--- src/rtl/nes_pad_responder_if.sv ---
// NES pad serial link: the host drives latch/pulse, the responder returns data and frame status.
interface nes_pad_responder_if;
    logic       latch;
    logic       pulse;
    logic       data_out;
    logic [3:0] bit_index;
    logic       frame_done;
    logic       overrun;

    modport master (
        output latch, pulse,
        input  data_out, bit_index, frame_done, overrun
    );

    modport slave (
        input  latch, pulse,
        output data_out, bit_index, frame_done, overrun
    );
endinterface

--- src/rtl/nes_pad_responder.sv ---
// Emulates the NES pad's 4021 shift register on an asynchronous latch/pulse link.
// Define DEBOUNCE_EN to add a per-button debounce filter in front of the load path.
module nes_pad_responder #(
    parameter int unsigned SYNC_STAGES = 2,
    parameter logic        FILL_BIT    = 1'b0
`ifdef DEBOUNCE_EN
    ,
    parameter int unsigned DEBOUNCE_CYCLES = 250000
`endif
) (
    input  logic               clk,
    input  logic               reset,
    input  logic [7:0]         buttons,
    nes_pad_responder_if.slave pad
);
    typedef enum logic [1:0] {StIdle, StLoad, StShift, StDone} state_e;

    logic [SYNC_STAGES-1:0] latch_sync_q;
    logic [SYNC_STAGES-1:0] pulse_sync_q;
    logic                   pulse_dly_q;
    logic                   latch_s;
    logic                   pulse_s;
    logic                   pulse_rise;

    always_ff @(posedge clk or negedge reset) begin
        if (!reset) begin
            latch_sync_q <= '0;
            pulse_sync_q <= '0;
            pulse_dly_q  <= 1'b0;
        end else begin
            latch_sync_q <= {latch_sync_q[SYNC_STAGES-2:0], pad.latch};
            pulse_sync_q <= {pulse_sync_q[SYNC_STAGES-2:0], pad.pulse};
            pulse_dly_q  <= pulse_s;
        end
    end

    assign latch_s    = latch_sync_q[SYNC_STAGES-1];
    assign pulse_s    = pulse_sync_q[SYNC_STAGES-1];
    assign pulse_rise = pulse_s & ~pulse_dly_q;

    logic [7:0] btn_meta_q;
    logic [7:0] btn_sync_q;
    logic [7:0] btn;

    always_ff @(posedge clk or negedge reset) begin
        if (!reset) begin
            btn_meta_q <= '0;
            btn_sync_q <= '0;
        end else begin
            btn_meta_q <= buttons;
            btn_sync_q <= btn_meta_q;
        end
    end

`ifdef DEBOUNCE_EN
    localparam int unsigned CntW = $clog2(DEBOUNCE_CYCLES + 1);

    logic [7:0]      stable_q;
    logic [CntW-1:0] cnt_q [8];

    // Stable value flips only after DEBOUNCE_CYCLES consecutive disagreeing samples.
    always_ff @(posedge clk or negedge reset) begin
        if (!reset) begin
            stable_q <= '0;
            for (int i = 0; i < 8; i++) begin
                cnt_q[i] <= '0;
            end
        end else begin
            for (int i = 0; i < 8; i++) begin
                if (btn_sync_q[i] == stable_q[i]) begin
                    cnt_q[i] <= '0;
                end else if (cnt_q[i] == CntW'(DEBOUNCE_CYCLES - 1)) begin
                    stable_q[i] <= btn_sync_q[i];
                    cnt_q[i]    <= '0;
                end else begin
                    cnt_q[i] <= cnt_q[i] + 1'b1;
                end
            end
        end
    end

    assign btn = stable_q;
`else
    assign btn = btn_sync_q;
`endif

    state_e     state_q, state_d;
    logic [7:0] shreg_q, shreg_d;
    logic [3:0] bit_index_q, bit_index_d;
    logic       frame_done_q, frame_done_d;
    logic       overrun_q, overrun_d;

    always_ff @(posedge clk or negedge reset) begin
        if (!reset) begin
            state_q      <= StIdle;
            shreg_q      <= 8'h00;
            bit_index_q  <= 4'd0;
            frame_done_q <= 1'b0;
            overrun_q    <= 1'b0;
        end else begin
            state_q      <= state_d;
            shreg_q      <= shreg_d;
            bit_index_q  <= bit_index_d;
            frame_done_q <= frame_done_d;
            overrun_q    <= overrun_d;
        end
    end

    always_comb begin
        state_d      = state_q;
        shreg_d      = shreg_q;
        bit_index_d  = bit_index_q;
        frame_done_d = 1'b0;
        overrun_d    = overrun_q;
        // A high latch overrides everything, including an aborted frame or a coincident pulse.
        if (latch_s) begin
            state_d     = StLoad;
            shreg_d     = btn;
            bit_index_d = 4'd0;
            overrun_d   = 1'b0;
        end else begin
            case (state_q)
                StIdle:  state_d = StIdle;
                StLoad:  state_d = StShift;
                StShift: begin
                    if (pulse_rise) begin
                        shreg_d     = {1'b0, shreg_q[7:1]};
                        bit_index_d = bit_index_q + 4'd1;
                        if (bit_index_q == 4'd7) begin
                            frame_done_d = 1'b1;
                            state_d      = StDone;
                        end
                    end
                end
                StDone: begin
                    if (pulse_rise) begin
                        overrun_d = 1'b1;
                    end
                end
                default: state_d = StIdle;
            endcase
        end
    end

    always_comb begin
        case (state_q)
            StLoad, StShift: pad.data_out = ~shreg_q[0];
            StDone:          pad.data_out = FILL_BIT;
            default:         pad.data_out = 1'b1;
        endcase
    end

    assign pad.bit_index  = bit_index_q;
    assign pad.frame_done = frame_done_q;
    assign pad.overrun    = overrun_q;
endmodule

--- src/flat_wrapper.sv ---
// flat-port wrapper written by rule: the top's interface ports become plain ports
module nes_pad_responder_flat 
#(
    parameter int unsigned SYNC_STAGES = 2,
    parameter logic        FILL_BIT    = 1'b0

)
  (clk, reset, buttons, pad_latch, pad_pulse, pad_data_out, pad_bit_index, pad_frame_done, pad_overrun);
  nes_pad_responder_if pad_i ();
  input  logic clk;
  input  logic reset;
  input  logic [7:0] buttons;
  input wire logic [$bits(pad_i.latch)-1:0] pad_latch;
  input wire logic [$bits(pad_i.pulse)-1:0] pad_pulse;
  output wire logic [$bits(pad_i.data_out)-1:0] pad_data_out;
  output wire logic [$bits(pad_i.bit_index)-1:0] pad_bit_index;
  output wire logic [$bits(pad_i.frame_done)-1:0] pad_frame_done;
  output wire logic [$bits(pad_i.overrun)-1:0] pad_overrun;
  assign pad_i.latch = pad_latch;
  assign pad_i.pulse = pad_pulse;
  assign pad_data_out = pad_i.data_out;
  assign pad_bit_index = pad_i.bit_index;
  assign pad_frame_done = pad_i.frame_done;
  assign pad_overrun = pad_i.overrun;
  nes_pad_responder #(.SYNC_STAGES(SYNC_STAGES), .FILL_BIT(FILL_BIT)) u_core (.clk(clk), .reset(reset), .buttons(buttons), .pad(pad_i));
endmodule
--- config.mk ---
export PLATFORM = sky130hd
export DESIGN_NAME = nes_pad_responder_flat
export DESIGN_NICKNAME = d
export VERILOG_FILES = /design/src/rtl/nes_pad_responder_if.sv /design/src/rtl/nes_pad_responder.sv /design/src/flat_wrapper.sv
export SDC_FILE = /design/constraint.sdc
export NUM_CORES = 1
export LEC_CHECK = 0
export ABC_CLOCK_PERIOD_IN_PS = 2640
export BUFFER_PORTS_ARGS = -buffer_cell sky130_fd_sc_hd__buf_4
export CORE_MARGIN = 1
export CORE_UTILIZATION = 59
export DETAILED_ROUTE_END_ITERATION = 8
export HOLD_SLACK_MARGIN = 0.1
export PLACE_DENSITY_LB_ADDON = 0.1
export SLEW_MARGIN = 20
export SYNTH_ARGS = -nofsm -noshare
export SYNTH_HDL_FRONTEND = slang
export SYNTH_SLANG_ARGS = --single-unit
--- constraint.sdc ---
create_clock -name clk -period 2.64 [get_ports clk]
set_clock_uncertainty 0.1 [all_clocks]
set_input_delay 0.396 -clock clk [delete_from_list [all_inputs] [get_ports clk]]
set_output_delay 0.396 -clock clk [all_outputs]
set_load 0.005 [all_outputs]
==> results of run 1 <==
-- kinds of logic (layout without fill, tap and decap cells) --
logic type,after synthesis,after routing,share of synthesized area
AO/OA/AOI/OAI,15,15,0.0608
buffers and inverters,9,42,0.0304
AND/OR/NAND/NOR,28,28,0.117
adder cells (fa/ha/maj),5,5,0.0447
XOR/XNOR,1,1,0.00626
multiplexers,11,11,0.0795
flip-flops,37,37,0.661
-- final cells by class --
cell class                      instances  area (µm²)  area share
Tap cell                               28        35.0      0.0203
Multi-Input combinational cell         60         432       0.250
Clock buffer                            7        65.1      0.0377
Timing Repair Buffer                   29         245       0.142
Clock inverter                          1        5.00     0.00290
Sequential cell                        37         926       0.536
Inverter                                5        18.8      0.0109
-- state kept, by name (all words and copies together) (netlist names) --
register / count
u_core.btn: 8
u_core.state_q: 2
u_core.pulse_sync_q: 2
u_core.shreg_q: 8
u_core.btn_meta_q: 8
u_core.latch_sync_q: 2
u_core.pad.frame_done: 1
u_core.pulse_dly_q: 1
u_core.pad.bit_index: 4
u_core.pad.overrun: 1
-- worst min-delay path by stage --
stage                     depth (start not counted)                       to                            from
final                                             0  u_core.btn[0]$_DFF_PN0_  u_core.btn_meta_q[0]$_DFF_PN0_
after global routing                              0  u_core.btn[5]$_DFF_PN0_  u_core.btn_meta_q[5]$_DFF_PN0_
after CTS                                         0  u_core.btn[0]$_DFF_PN0_  u_core.btn_meta_q[0]$_DFF_PN0_
after detailed placement                          0  u_core.btn[0]$_DFF_PN0_  u_core.btn_meta_q[0]$_DFF_PN0_
after global placement                            0  u_core.btn[6]$_DFF_PN0_  u_core.btn_meta_q[6]$_DFF_PN0_
after floorplan                                   0  u_core.btn[0]$_DFF_PN0_                           reset
-- synthesized netlist by cell type --
cell type and count:
a21oi_1 1, a31oi_1 1, buf_1 1, buf_2 1, buf_6 1, clkbuf_1 1, dfrtp_1 37, ha_1 5
inv_1 5, mux2_2 1, mux2i_1 10, nand2_1 11, nand2b_1 1, nand3b_4 1, nand4b_1 2, nand4bb_1 1
nor2_1 7, nor2b_1 2, nor3_2 1, nor4_2 1, o21ai_0 4, o21ai_1 6, o221ai_1 1, o22ai_1 1
o2bb2ai_1 1, or2_0 1, xnor2_1 1
-- routing by layer --
layer	global-route usage	up-vias
met1	0.243	407
met2	0.358	23
met4	0.0833	0
met5	0	-
li1	-	421
met3	0.0818	4
-- worst reg2reg max path: cells and delay by family, from the launching register on --
family                   cells  cell delay [ns]
multiplexers                 1             0.34
flip-flops                   1             0.40
AND/OR/NAND/NOR              2             0.45
adder cells (fa/ha/maj)      1             0.29
buffers and inverters        1             0.11
-- per-stage QoR --
| stage | setup slack, ns | area, µm² | util | cells |
|---|---|---|---|---|
| after floorplan | 1.09 | 1400 | - | 106 |
| after global placement | 0.920 | 1550 | 0.692 | 148 |
| after detailed placement | 0.851 | 1550 | 0.692 | 148 |
| after CTS | 0.656 | 1730 | 0.773 | 167 |
| after global routing | 0.551 | 1730 | 0.773 | 167 |
| final | 0.670 | 1730 | 0.773 | 167 |
-- power groups by stage --
stage	clock network, mW	registers (mW)	logic, mW
after CTS	0.335	0.651	0.238
after global routing	0.366	0.656	0.267
final	0.321	0.650	0.238
after global placement	0	0.658	0.218
after detailed placement	0	0.662	0.225
after floorplan	0	0.649	0.165
==> results_dict.tcl, run 1 <==
set metrics [dict create \
    wl_met3_um 100 \
    cts_setup_buffers 0 \
    seq_power_share 0.538 \
    ff2ff_setup_slack_ns 0.86 \
    final_common_cell "dfrtp_1" \
    final_cell_mix "37 x dfrtp_1, 18 x buf_4, 11 x nand2_1, 11 x dlygate4sd3_1, 10 x mux2i_1" \
    endpoint "pad_data_out" \
    cp_slowest_cell "dfrtp_1" \
    vdd_ir_drop_max_uv 741 \
    end_kind "output port" \
    grt_pass1_vias 858 \
    intPower_uw 893 \
    gp_congestion 0.774 \
    ys_warn_count 0 \
    drv_slew 0 \
    die_area_mm2 0.00257 \
    yosysTopAreaCellShare 0.661 \
    grt_pass1_wl_mm 3.73 \
    status "complete, no violations" \
    hold_ws_ns 0.253 \
    rsz0062_at_grt "false" \
    drt-initial-drc-count 5 \
    reg2regPathDepth 5 \
    yosysSeqAreaShare 0.661 \
    synthCells 106 \
    cts_tree "yes" \
    maxCapViolations 0 \
    grt_start_max_net_pins 38 \
    drt_wl_total_mm 2.15 \
    cp-start-kind "flop" \
    antenna_found_initial 0 \
    startpoint "u_core.state_q[1]$_DFFE_PN0P_" \
    synth_nets 123 \
    r2r-end "u_core.pad.bit_index[3]$_DFFE_PN0P_" \
    crit_buf_inv 2 \
    fin_crit_sh 0.746 \
    synth_largest_area_cell "dfrtp_1" \
    netlist_top_cells_area "dfrtp_1 66%, mux2i_1 7.1%, ha_1 4.5%, nand2_1 2.9%, o21ai_1 2.1%" \
    setup_viol_count_final 0 \
    antenna_left 0 \
    min_period_ns 1.97 \
    diodes 0 \
    clock_latency_ns 0.33 \
    p_sw_uw 316 \
    num_vias 855 \
    num_rows 17 \
    die_h_um 50.7 \
    cts_buffer_depth 2 \
    via_per_inst 5.12 \
    cp.required_ns 2.14 \
    leakagePower_nw 0.870 \
    cp.depth 4 \
    power_mw 1.21 \
    max_stage_delay_ns 0.42 \
    crit_family "flip-flops" \
    r2r_start "u_core.state_q[0]$_DFFE_PN0P_" \
    n_fill_cell 135 \
    ys_ff_latch 37 \
    relSlewSlack 0.471 \
    gr-usage-all-layers 0.213 \
    drive_gt1_frac 0.216 \
    cp_cell_sequence "inv_1, ha_1, mux2i_1, buf_4" \
    syn2layout_area_growth_pct 23.3 \
    worst_pin_slew_ns 0.794 \
    hold_buffers 11 \
    drc 0 \
    worstSetupPathType "reg -> out" \
    ios 19 \
    die_w_um 50.7 \
    grt_overflow_total 0 \
    dp_hpwl_mm 1.37 \
    clockPowerShare 0.266 \
    numClockSinks 37 \
    arrival_ns 1.47 \
    syn_area_per_cell_um2 13.2 \
    p_per_area_mw_per_mm2 700 \
    finalSetupTns_ns 0 \
    synth.distinct_cells 27 \
    wl_met2_mm 1.07 \
    root_buffer "clkbuf_4" \
    htree_levels 2 \
    wl_per_cell_um 12.8 \
    detailedRoute.firstPassIterationCount 3 \
    fmax_ghz 0.508 \
    p_comb_frac 0.197 \
    swShare 0.261 \
    synth_area_mm2 0.00140 \
    path_clk_slew_ns 0.10 \
    worstHoldPathType "reg -> reg" \
    cp_max_fo 5 \
    wl_met1_um 943 \
    portBuffers 18 \
    top_layer "met4" \
    finalHoldViolCount 0 \
    cts_buffers 5 \
    start_util 0.627 \
    core_mm2 0.00223 \
    cts_resized 0 \
    nets 155 \
]
Power figures use the tool's default switching activity.
==> inputs of run 2 (changes only) <==
Settings changed: ABC_CLOCK_PERIOD_IN_PS 2640 to 1800, CORE_ASPECT_RATIO set to 2, CORE_UTILIZATION 59 to 49.
Clock period 2.64 ns to 1.8 ns, I/O delays scaled along.
==> run 2 against run 1 <==
Worst hold slack worse by 0.0048 ns; highest routed layer unchanged; worst setup slack worse by 0.58 ns; sequential cell count unchanged; combinational power up 100%; clock power rose to 2.6 times the previous value; power up 86%.
==> results_dict.tcl, run 2 (synthesis gave the netlist of run 1 again) <==
set metrics [dict create \
    num_vias 891 \
    root_buffer "clkbuf_8" \
    portBuffers 18 \
    die_w_um 39.8 \
    maxCapViolations 0 \
    start_util 0.512 \
    final_cell_mix "37 x dfrtp_1, 23 x buf_4, 11 x nand2_1, 11 x dlygate4sd3_1, 10 x mux2i_1" \
    drv_slew 0 \
    leakagePower_nw 0.919 \
    drt-initial-drc-count 4 \
    drt_wl_total_mm 2.26 \
    worst_pin_slew_ns 0.439 \
    via_per_inst 5.15 \
    dp_hpwl_mm 1.53 \
    cts_buffers 5 \
    fmax_ghz 0.586 \
    cp_max_fo 3 \
    worstSetupPathType "reg -> out" \
    cp-start-kind "flop" \
    n_fill_cell 191 \
    setup_viol_count_final 0 \
    diodes 0 \
    detailedRoute.firstPassIterationCount 4 \
    grt_pass1_vias 925 \
    grt_start_max_net_pins 38 \
    ios 19 \
    reg2regPathDepth 6 \
    arrival_ns 1.34 \
    hold_ws_ns 0.248 \
    cp.required_ns 1.43 \
    die_h_um 77.6 \
    die_area_mm2 0.00309 \
    clock_latency_ns 0.28 \
    hold_depth 0 \
    final_common_cell "dfrtp_1" \
    drc 0 \
    core_mm2 0.00274 \
    htree_levels 2 \
    finalHoldViolCount 0 \
    dp_slack_ns 0.163 \
    p_per_area_mw_per_mm2 1220 \
    worstHoldPathType "reg -> reg" \
    antenna_left 0 \
    grt_overflow_total 0 \
    wl_per_cell_um 13.1 \
    grt_pass1_wl_mm 3.59 \
    relSlewSlack 0.707 \
    fin_crit_sh 0.947 \
    gp_congestion 0.709 \
    worst_slack_ns 0.0945 \
    vdd_ir_drop_max_uv 763 \
    drive_gt1_frac 0.257 \
    cts_tree "yes" \
    rsz0062_at_grt "false" \
    antenna_found_initial 0 \
    min_period_ns 1.71 \
    status "complete, no violations" \
    gr-usage-all-layers 0.174 \
    finalSetupTns_ns 0 \
    path_clk_slew_ns 0.07 \
    syn2layout_area_growth_pct 31.5 \
    numClockSinks 37 \
    end_kind "output port" \
    cts_buffer_depth 2 \
    num_rows 27 \
    nets 160 \
]
run 2: cell count changes in the layout (fill, tap and decap cells not counted):
cell and delta:
buf_4 +5, bufinv_16 +2, clkbuf_4 -5, clkbuf_8 +3
ha_1 -1, ha_4 +1, inv_1 -1, inv_2 +1
run 2: layout make-up:
| type | instances | area (µm²) | share of cell area |
|---|---|---|---|
| Tap cell | 29 | 36.3 | 0.0197 |
| Clock inverter | 3 | 65.1 | 0.0353 |
| Clock buffer | 5 | 68.8 | 0.0374 |
| Sequential cell | 37 | 926 | 0.503 |
| Multi-Input combinational cell | 60 | 444 | 0.241 |
| Timing Repair Buffer | 34 | 283 | 0.154 |
| Inverter | 5 | 18.8 | 0.0102 |
run 2: worst paths after layout:
path | startpoint | end | slack, ns
worst min register to register | u_core.latch_sync_q[0]$_DFF_PN0_ | u_core.latch_sync_q[1]$_DFF_PN0_ | 0.25
max in group asynchronous | reset | u_core.pulse_dly_q$_DFF_PN0_ | 0.92
worst min-delay path | u_core.latch_sync_q[0]$_DFF_PN0_ | u_core.latch_sync_q[1]$_DFF_PN0_ | 0.25
worst max register to register | u_core.state_q[1]$_DFFE_PN0P_ | u_core.shreg_q[1]$_DFFE_PN0P_ | 0.15
min in group asynchronous | reset | u_core.pad.bit_index[2]$_DFFE_PN0P_ | 0.37
worst max-delay path | u_core.state_q[0]$_DFFE_PN0P_ | pad_data_out | 0.09
run 2: timing repair:
item,CTS,global route
gates resized for setup,1,1
hold buffers,11,0
setup endpoints to repair,1,1
hold endpoints to repair,47,0
pin swaps,0,1
buffers inserted,1,2
run 2: through the flow:
stage               utilization  cell area (µm²)  instances  total power, mW
detailed placement        0.571             1560        151             1.33
CTS                       0.668             1830        171             2.24
global route              0.673             1840        173             2.36
global placement          0.571             1560        151             1.31
floorplan                     -             1400        106             1.19
finish                    0.673             1840        173             2.25
run 2: worst max-delay path, stage by stage, from the launching register on:
cell,delay (ns)
dfrtp_1,0.39
inv_2,0.07
ha_4,0.28
mux2i_1,0.18
buf_4,0.13
run 2: metal layers:
layer	GRT usage	routed length, µm	up-vias
met5	0	0	-
met4	0.103	48	0
met3	0.0514	65	4
met2	0.323	1330	19
met1	0.134	813	440
li1	-	-	428
run 2: where the power goes:
group	internal (mW)	leakage [nW]	switching, mW
Clock	0.550	0.0681	0.272
Sequential	0.902	0.449	0.0436
Combinational	0.264	0.402	0.215
Total	1.72	0.919	0.530
